**config.mk**
```make
export PLATFORM = sky130hd
export DESIGN_NAME = mul_div_unit
export DESIGN_NICKNAME = d
export VERILOG_FILES = /design/src/rtl/mul_div_unit.sv
export SDC_FILE = /design/constraint.sdc
export NUM_CORES = 2
export LEC_CHECK = 0
export ABC_AREA = 1
export BUFFER_PORTS_ARGS = -buffer_cell sky130_fd_sc_hd__buf_4
export CORE_ASPECT_RATIO = 1.4
export CORE_MARGIN = 2
export CORE_UTILIZATION = 39
export DETAILED_ROUTE_END_ITERATION = 6
export SLEW_MARGIN = 20
export SYNTH_ARGS = -nofsm -noshare
export SYNTH_HDL_FRONTEND = slang
export SYNTH_SLANG_ARGS = --single-unit
export TNS_END_PERCENT = 5
```
**constraint.sdc**
```tcl
create_clock -name clk -period 17.9 [get_ports clk]
set_input_delay 1.79 -clock clk [delete_from_list [all_inputs] [get_ports clk]]
set_output_delay 1.79 -clock clk [all_outputs]
set_load 0.03 [all_outputs]
```
**src/rtl/mul_div_unit.sv**
```systemverilog
// HI/LO multiply/divide unit: multi-cycle signed/unsigned multiply and restoring divide,
// plus direct MTHI/MTLO writes, with cancel (pipeline flush) support.
module mul_div_unit #(
    parameter int WIDTH      = 32,
    parameter int MUL_STAGES = 2
) (
    input  logic             clk,
    input  logic             resetn,
    input  logic             in_valid,
    output logic             in_ready,
    input  logic [2:0]       op,
    input  logic [WIDTH-1:0] src1,
    input  logic [WIDTH-1:0] src2,
    input  logic             cancel,
    output logic             busy,
    output logic             done,
    output logic [WIDTH-1:0] hi,
    output logic [WIDTH-1:0] lo
);

    localparam int CW = $clog2(WIDTH + 1);
    localparam logic [CW-1:0] CNT_ONE      = CW'(1);
    localparam logic [CW-1:0] CNT_MUL_INIT = CW'(MUL_STAGES - 1);
    localparam logic [CW-1:0] CNT_DIV_INIT = CW'(WIDTH - 1);

    localparam logic [2:0] OP_MULT  = 3'b000;
    localparam logic [2:0] OP_MULTU = 3'b001;
    localparam logic [2:0] OP_DIV   = 3'b010;
    localparam logic [2:0] OP_DIVU  = 3'b011;
    localparam logic [2:0] OP_MTHI  = 3'b100;
    localparam logic [2:0] OP_MTLO  = 3'b101;

    typedef enum logic [1:0] {
        IDLE = 2'b00,
        MUL  = 2'b01,
        DIV  = 2'b10,
        FIX  = 2'b11
    } state_t;

    state_t             state_r;
    logic               busy_r;
    logic               done_r;
    logic [WIDTH-1:0]   hi_r;
    logic [WIDTH-1:0]   lo_r;
    logic [WIDTH-1:0]   a_r;
    logic [WIDTH-1:0]   b_r;
    logic [WIDTH-1:0]   quo_r;
    logic [WIDTH-1:0]   rem_r;
    logic [WIDTH-1:0]   dvs_r;
    logic               signed_r;
    logic               q_neg_r;
    logic               r_neg_r;
    logic               div_zero_r;
    logic [CW-1:0]      cnt_r;

    logic               accept_s;
    logic               s1_neg_s;
    logic               s2_neg_s;
    logic [WIDTH-1:0]   s1_mag_s;
    logic [WIDTH-1:0]   s2_mag_s;
    logic [2*WIDTH-1:0] ext_a_s;
    logic [2*WIDTH-1:0] ext_b_s;
    logic [2*WIDTH-1:0] prod_s;
    logic [WIDTH:0]     rem_shift_s;
    logic [WIDTH:0]     diff_s;
    logic [WIDTH-1:0]   quo_fix_s;
    logic [WIDTH-1:0]   rem_fix_s;

    assign in_ready = resetn && !busy_r && !cancel;
    assign busy     = busy_r;
    assign done     = done_r;
    assign hi       = hi_r;
    assign lo       = lo_r;

    // Operand magnitudes, multiplier product and one restoring-divide step.
    always_comb begin
        accept_s    = in_valid && in_ready;
        s1_neg_s    = !op[0] && src1[WIDTH-1];
        s2_neg_s    = !op[0] && src2[WIDTH-1];
        s1_mag_s    = s1_neg_s ? -src1 : src1;
        s2_mag_s    = s2_neg_s ? -src2 : src2;
        ext_a_s     = {{WIDTH{signed_r && a_r[WIDTH-1]}}, a_r};
        ext_b_s     = {{WIDTH{signed_r && b_r[WIDTH-1]}}, b_r};
        prod_s      = ext_a_s * ext_b_s;
        // Remainder stays below the divisor, so diff_s[WIDTH] is the borrow of the trial subtract.
        rem_shift_s = {rem_r, quo_r[WIDTH-1]};
        diff_s      = rem_shift_s - {1'b0, dvs_r};
        quo_fix_s   = q_neg_r ? -quo_r : quo_r;
        rem_fix_s   = r_neg_r ? -rem_r : rem_r;
    end

    // Control FSM with operand latches, divider datapath and HI/LO result registers.
    always_ff @(posedge clk or negedge resetn) begin
        if (!resetn) begin
            state_r    <= IDLE;
            busy_r     <= 1'b0;
            done_r     <= 1'b0;
            hi_r       <= '0;
            lo_r       <= '0;
            a_r        <= '0;
            b_r        <= '0;
            quo_r      <= '0;
            rem_r      <= '0;
            dvs_r      <= '0;
            signed_r   <= 1'b0;
            q_neg_r    <= 1'b0;
            r_neg_r    <= 1'b0;
            div_zero_r <= 1'b0;
            cnt_r      <= '0;
        end else begin
            done_r <= 1'b0;
            if (busy_r && cancel) begin
                state_r <= IDLE;
                busy_r  <= 1'b0;
            end else begin
                case (state_r)
                    IDLE: begin
                        if (accept_s) begin
                            case (op)
                                OP_MULT, OP_MULTU: begin
                                    state_r  <= MUL;
                                    busy_r   <= 1'b1;
                                    cnt_r    <= CNT_MUL_INIT;
                                    a_r      <= src1;
                                    b_r      <= src2;
                                    signed_r <= !op[0];
                                end
                                OP_DIV, OP_DIVU: begin
                                    state_r    <= DIV;
                                    busy_r     <= 1'b1;
                                    cnt_r      <= CNT_DIV_INIT;
                                    a_r        <= src1;
                                    quo_r      <= s1_mag_s;
                                    rem_r      <= '0;
                                    dvs_r      <= s2_mag_s;
                                    q_neg_r    <= s1_neg_s ^ s2_neg_s;
                                    r_neg_r    <= s1_neg_s;
                                    div_zero_r <= (src2 == '0);
                                end
                                OP_MTHI: hi_r    <= src1;
                                OP_MTLO: lo_r    <= src1;
                                default: state_r <= IDLE;
                            endcase
                        end
                    end
                    MUL: begin
                        if (cnt_r == '0) begin
                            {hi_r, lo_r} <= prod_s;
                            done_r       <= 1'b1;
                            state_r      <= IDLE;
                            busy_r       <= 1'b0;
                        end else begin
                            cnt_r <= cnt_r - CNT_ONE;
                        end
                    end
                    DIV: begin
                        rem_r <= diff_s[WIDTH] ? rem_shift_s[WIDTH-1:0] : diff_s[WIDTH-1:0];
                        quo_r <= {quo_r[WIDTH-2:0], !diff_s[WIDTH]};
                        if (cnt_r == '0) begin
                            state_r <= FIX;
                        end else begin
                            cnt_r <= cnt_r - CNT_ONE;
                        end
                    end
                    FIX: begin
                        // A zero divisor overrides the datapath result with the architectural pattern.
                        if (div_zero_r) begin
                            hi_r <= a_r;
                            lo_r <= '1;
                        end else begin
                            hi_r <= rem_fix_s;
                            lo_r <= quo_fix_s;
                        end
                        done_r  <= 1'b1;
                        state_r <= IDLE;
                        busy_r  <= 1'b0;
                    end
                    default: begin
                        state_r <= IDLE;
                        busy_r  <= 1'b0;
                    end
                endcase
            end
        end
    end

endmodule
```
After elaboration in Yosys (flattened, before gate mapping)
Index checks and enable logic that the tools add are counted.

word-level totals
  word-level logic and storage cells = 117
  input bits = 71
  register bits after elaboration = 238

operators by class
  multiply operators = 1
  equality and inequality tests = 20
  bitwise operators = 2
  add/sub/neg operators = 6
  reduce and logical (&&, ||, !) cells = 34
  mux-type cells = 39

operator list
  cell                                                                     number
  32-bit two-way mux                                                       17
  32-bit one-hot mux with 3 select lines                                   2
  32-bit negation                                                          4
  32-bit one-hot mux with 2 select lines                                   2
  33-bit by 33-bit multiplier with 64-bit output                           1
  33-bit by 32-bit subtractor with 33-bit output                           1
  32-bit logical NOT                                                       1
  6-bit one-hot mux with 2 select lines                                    2
  4-bit AND reduction                                                      6
  3-bit inequality test, second input constant                             5
  5-bit AND reduction                                                      3
  6-bit two-way mux                                                        2
  1-bit logical AND                                                        8
  2-bit two-way mux                                                        4
  2-bit one-hot mux with 4 select lines                                    1
  2-bit OR reduction                                                       4
  3-bit by 2-bit equality test with 1-bit output, second input constant    2
  3-bit equality test, second input constant                               2
  6-bit logical NOT                                                        1
  1-bit two-way mux                                                        6
  2-bit by 1-bit inequality test with 1-bit output, second input constant  3
  2-bit inequality test, second input constant                             3
  2-bit one-hot mux with 3 select lines                                    1
  6-bit by 1-bit subtractor with 6-bit output, second input constant       1
  other kinds (15)                                                         20

Logic depth before layout (Yosys ltp)
  depth after elaboration = 7
  gate-level depth with buffers = 35

Worst setup path after synthesis
Ideal clock, no wire load.

  path kind = flip-flop to flip-flop
  from = reg a_r[31]
  to = reg hi_r[30], in the netlist hi[30]
  path buffers = 3
  cell stages (with the launch flop) = 29
  period minus slack after synthesis = 7.600 ns
  library setup time = 0.077 ns
  data arrival time = 7.522 ns
  slack = 10.300 ns
  required time = 17.823 ns
  path through = dfrtp_1 > buf_2 > nand2_1 > clkbuf_1 > clkbuf_1 > nor2_1 > fa_1 > inv_1 > fa_1 > inv_1 > fa_1 > inv_1 > fa_1 > fa_1 > fa_1 > inv_1 > fa_1 > inv_1 > fa_1 > inv_1 > ha_1 > inv_1 > nor3_1 > nand2_1 > nor4_1 > nand2_1 > nand3_1 > nand3_1 > a21oi_1

on the way
  word-level cells in the longest chain between the ends = 4

ends and longest elaborated chain
  what                                              RTL line  RTL
  start, declared                                   45        logic [WIDTH-1:0] a_r;
  start signal, assigned                            124       a_r <= src1;
  start signal, assigned                            132       a_r <= src1;
  1-bit logical AND                                 82        ext_a_s = {{WIDTH{signed_r && a_r[WIDTH-1]}}, a_r};
  33-bit by 33-bit multiplier with 64-bit output *  84        prod_s = ext_a_s * ext_b_s;
  32-bit two-way mux *                              147       if (cnt_r == '0) begin
  32-bit one-hot mux with 3 select lines *          116       case (state_r)
  end signal, assigned                              140       OP_MTHI: hi_r <= src1;
  end signal, assigned                              148       {hi_r, lo_r} <= prod_s;
  end signal, assigned                              168       hi_r <= a_r;
  end, declared                                     43        logic [WIDTH-1:0] hi_r;

Every way passes the cells marked *; elsewhere a longest branch is shown, timed or not. The select of a mux whose other input is x is not followed.
A chain may end at the register's enable or synchronous reset.

Worst setup path after layout
  from = reg b_r[1]
  to = reg hi_r[9], in the netlist hi[9]

on the way
  word-level cells in the longest chain between the ends = 3

ends and longest elaborated chain
  what                                            RTL line  RTL
  start, declared                                 46        logic [WIDTH-1:0] b_r;
  start signal, assigned                          125       b_r <= src2;
  33-bit by 33-bit multiplier with 64-bit output  84
  32-bit two-way mux                              147
  32-bit one-hot mux with 3 select lines          116

No other way between the ends. The select of a mux whose other input is x is not followed.

==> results_dict.tcl <==
set metrics [dict create \
    grt.total_usage 0.292 \
    h-tree-depth 1 \
    route.met3.wl_microns 13000 \
    dr_wl_met2_microns 108000 \
    mostFrequentLayoutCell "nand2_1" \
    relSlewSlack 0.334 \
    syn_nets 9050 \
    ios 138 \
    path_common_cell "fa_1" \
    firstDrtPassIters 6 \
    r2r-start "b_r[1]$_DFFE_PN0P_" \
    worstPathArrival_ns 9.34 \
    whs_path_depth 2 \
    clock_sinks 238 \
    cts_tree "built" \
    fp.dieW_microns 326 \
    drt_iter0_drc 3594 \
    crit_path_max_fanout 33 \
    finalSetupTns_ns 0 \
    synth_edf_count 0 \
    die-area_sq_um 148000 \
    drive_above_1_share 0.0453 \
    synth_area_per_cell_sq_um 7.45 \
    hpwl_microns 174000 \
    syn_inst 7599 \
    crit_chain "inv_1 -> nor2_1 -> fa_1 -> fa_1 -> fa_1 -> inv_1 -> fa_1 -> inv_1 -> fa_1 -> fa_1 -> fa_1 -> inv_1 -> fa_1 -> inv_1 -> ha_1 -> nand2_1 -> nor2_1 -> inv_1 -> nor3_1 -> nand3_1 -> nand3_1 -> or2_2 -> nand3_1 -> a21oi_1" \
    clk_latency_ns 0.63 \
    endpoint_kind "flip-flop" \
    ys_ff_latch 238 \
    clk_pin_slew_ns 0.07 \
    slowest_delay_ns 0.88 \
    first_global_vias 53200 \
    cts-root-buf "clkbuf_16" \
    reg2reg_slack_ns 9.10 \
    crit_buf_inv 6 \
    core_sq_um 144000 \
    r2r_cells 24 \
    finalHoldViolCount 0 \
    nNetsFinal 8932 \
    crit_type "reg2reg" \
    place_congestion 0.998 \
    highest_layer "met5" \
    die_h_microns 455 \
    fillers 14900 \
    wl_per_cell_microns 22.7 \
    yosys_warnings 0 \
    synth_top_flop_cell "dfrtp_1" \
    status "completed" \
    required_ns 18.45 \
    hold_start "dvs_r[5]$_DFFE_PN0P_" \
    cts_buffer_depth 3 \
    finalMaxSlewViolations 0 \
    final.min_clock_period_ns 8.80 \
    rows 165 \
    min_to "dvs_r[5]$_DFFE_PN0P_" \
    tritoncts.num_buffers 26 \
    syn2layout_area_growth_pct 6.13 \
    critPathLaunchType "flip-flop" \
    port_buffers 137 \
    holdCritPathClass "reg2reg" \
    grt_pass1_wl_microns 323000 \
    synthArstFlopShare 1.00 \
    seq_area_frac_synth 0.105 \
    ctsHoldBuffers 0 \
    grt_max_degree 132 \
    syn_area_sq_um 56600 \
    vias 49700 \
    finalSetupViolCount 0 \
    worst_path_max_delay_cell "dfrtp_2" \
    initial_utilization 0.392 \
    wl_met1_microns 73100 \
    avgViaCountPerCell 5.27 \
    cpLargestDelayFamily "adder cells" \
    timing.max_cap.violations 0 \
    antenna_left 0 \
    synth_cell_type_count 54 \
    fin_crit_sh 0.491 \
    final_cell_mix "nand2_1, inv_1, fa_1" \
    drt_wl_total_microns 214000 \
    grt-ovfl-total 0 \
    tightest_slew_ns 0.999 \
    antenna_found_initial 4 \
    rsz0062_at_grt "false" \
    r2r-end "hi[9]$_DFFE_PN0P_" \
    cts.repair.resized 0 \
    skew_ns 0.0189 \
    drcViolationCount 0 \
    fmax_mhz 114 \
    post_cts_buffers 0 \
]
[tightest hold or removal path, delay by kind of cell, from the launching register on]
family             cells  cell delay, ns
and+or+nand+nor        1            0.05
AOI/OAI and AO/OA      1            0.06
DFF                    1            0.34
[sequential cells by signal, indices dropped and copies added, names as in the netlist, 2 cells and up]
signal,flops
hi,32
dvs_r,32
state_r,2
b_r,32
cnt_r,6
quo_r,32
rem_r,32
a_r,32
lo,32
[cell families (layout without fill, tap and decap cells)]
family                     Yosys count  after routing  synth area share
other                                0              4                 0
muxes                                2              2          0.000398
buffers and inverters             2318           2220             0.155
DFF                                238            238             0.105
adders and majority gates         1380           1380             0.454
AOI/OAI and AO/OA                  723            723            0.0685
and+or+nand+nor                   2866           2866             0.205
xor gates and xnor gates            72             72            0.0111
[worst max path at each step]
stage	from	to	cells after the start
floorplan	a_r[31]$_DFFE_PN0P_	hi[30]$_DFFE_PN0P_	28
global placement	b_r[1]$_DFFE_PN0P_	hi[9]$_DFFE_PN0P_	24
detailed placement	b_r[1]$_DFFE_PN0P_	hi[9]$_DFFE_PN0P_	24
CTS	b_r[1]$_DFFE_PN0P_	hi[9]$_DFFE_PN0P_	24
global route	b_r[1]$_DFFE_PN0P_	hi[9]$_DFFE_PN0P_	24
finish	b_r[1]$_DFFE_PN0P_	hi[9]$_DFFE_PN0P_	24
[cell usage after synthesis (all sizes together) (2+ instances only)]
master	n	area, sq um
o21bai	19	143
clkinv	2	7.51
a211oi	8	60.1
a21o	3	22.5
clkbuf	314	1180
dfrtp	238	5960
mux2	2	22.5
ha	254	3180
nand2	1978	7460
o31ai	8	60.1
nand3	306	1560
o21ai	329	1660
o21a	3	22.5
a22oi	2	15.0
nor2	437	1660
o211ai	22	165
nand4	52	325
buf	46	262
a21boi	9	67.6
nor3	41	210
a21oi	294	1470
a31oi	15	93.8
xor2	54	473
inv	1956	7340
nor4	9	86.3
nor3b	2	20.0
fa	1126	22500
nand3b	15	113
o221ai	5	43.8
or2	26	163
xnor2	18	158
[metal layers]
metal | GRT usage | vias to the layer above
met5 | 0 | -
met4 | 0.227 | 2
met3 | 0.0304 | 809
met2 | 0.524 | 2181
met1 | 0.316 | 24800
li1 | - | 21900
[final cells by class]
type | instances | area [sq um] | share of cell area
Clock inverter | 15 | 140 | 0.00233
Antenna cell | 4 | 10.0 | 0.000167
Timing Repair Buffer | 214 | 1630 | 0.0271
Sequential cell | 238 | 5980 | 0.0995
Clock buffer | 33 | 687 | 0.0114
Multi-Input combinational cell | 5043 | 41900 | 0.697
Tap cell | 1920 | 2400 | 0.0400
Inverter | 1958 | 7350 | 0.122
[stage by stage]
step | area, sq um | worst slack [ns] | hold slack [ns] | util | std cells
floorplan | 56600 | 10.30 | 0.453 | - | 7599
detailed placement | 59200 | 9.09 | 0.475 | 0.410 | 9373
global route | 60100 | 8.75 | 0.514 | 0.416 | 9422
global placement | 59200 | 9.11 | 0.469 | 0.410 | 9373
CTS | 60100 | 9.07 | 0.490 | 0.416 | 9421
finish | 60100 | 9.10 | 0.488 | 0.416 | 9425
Power is left out: the tool's default activity adds up to more than one toggle a clock period on the data nets, which glitch-free logic cannot reach.
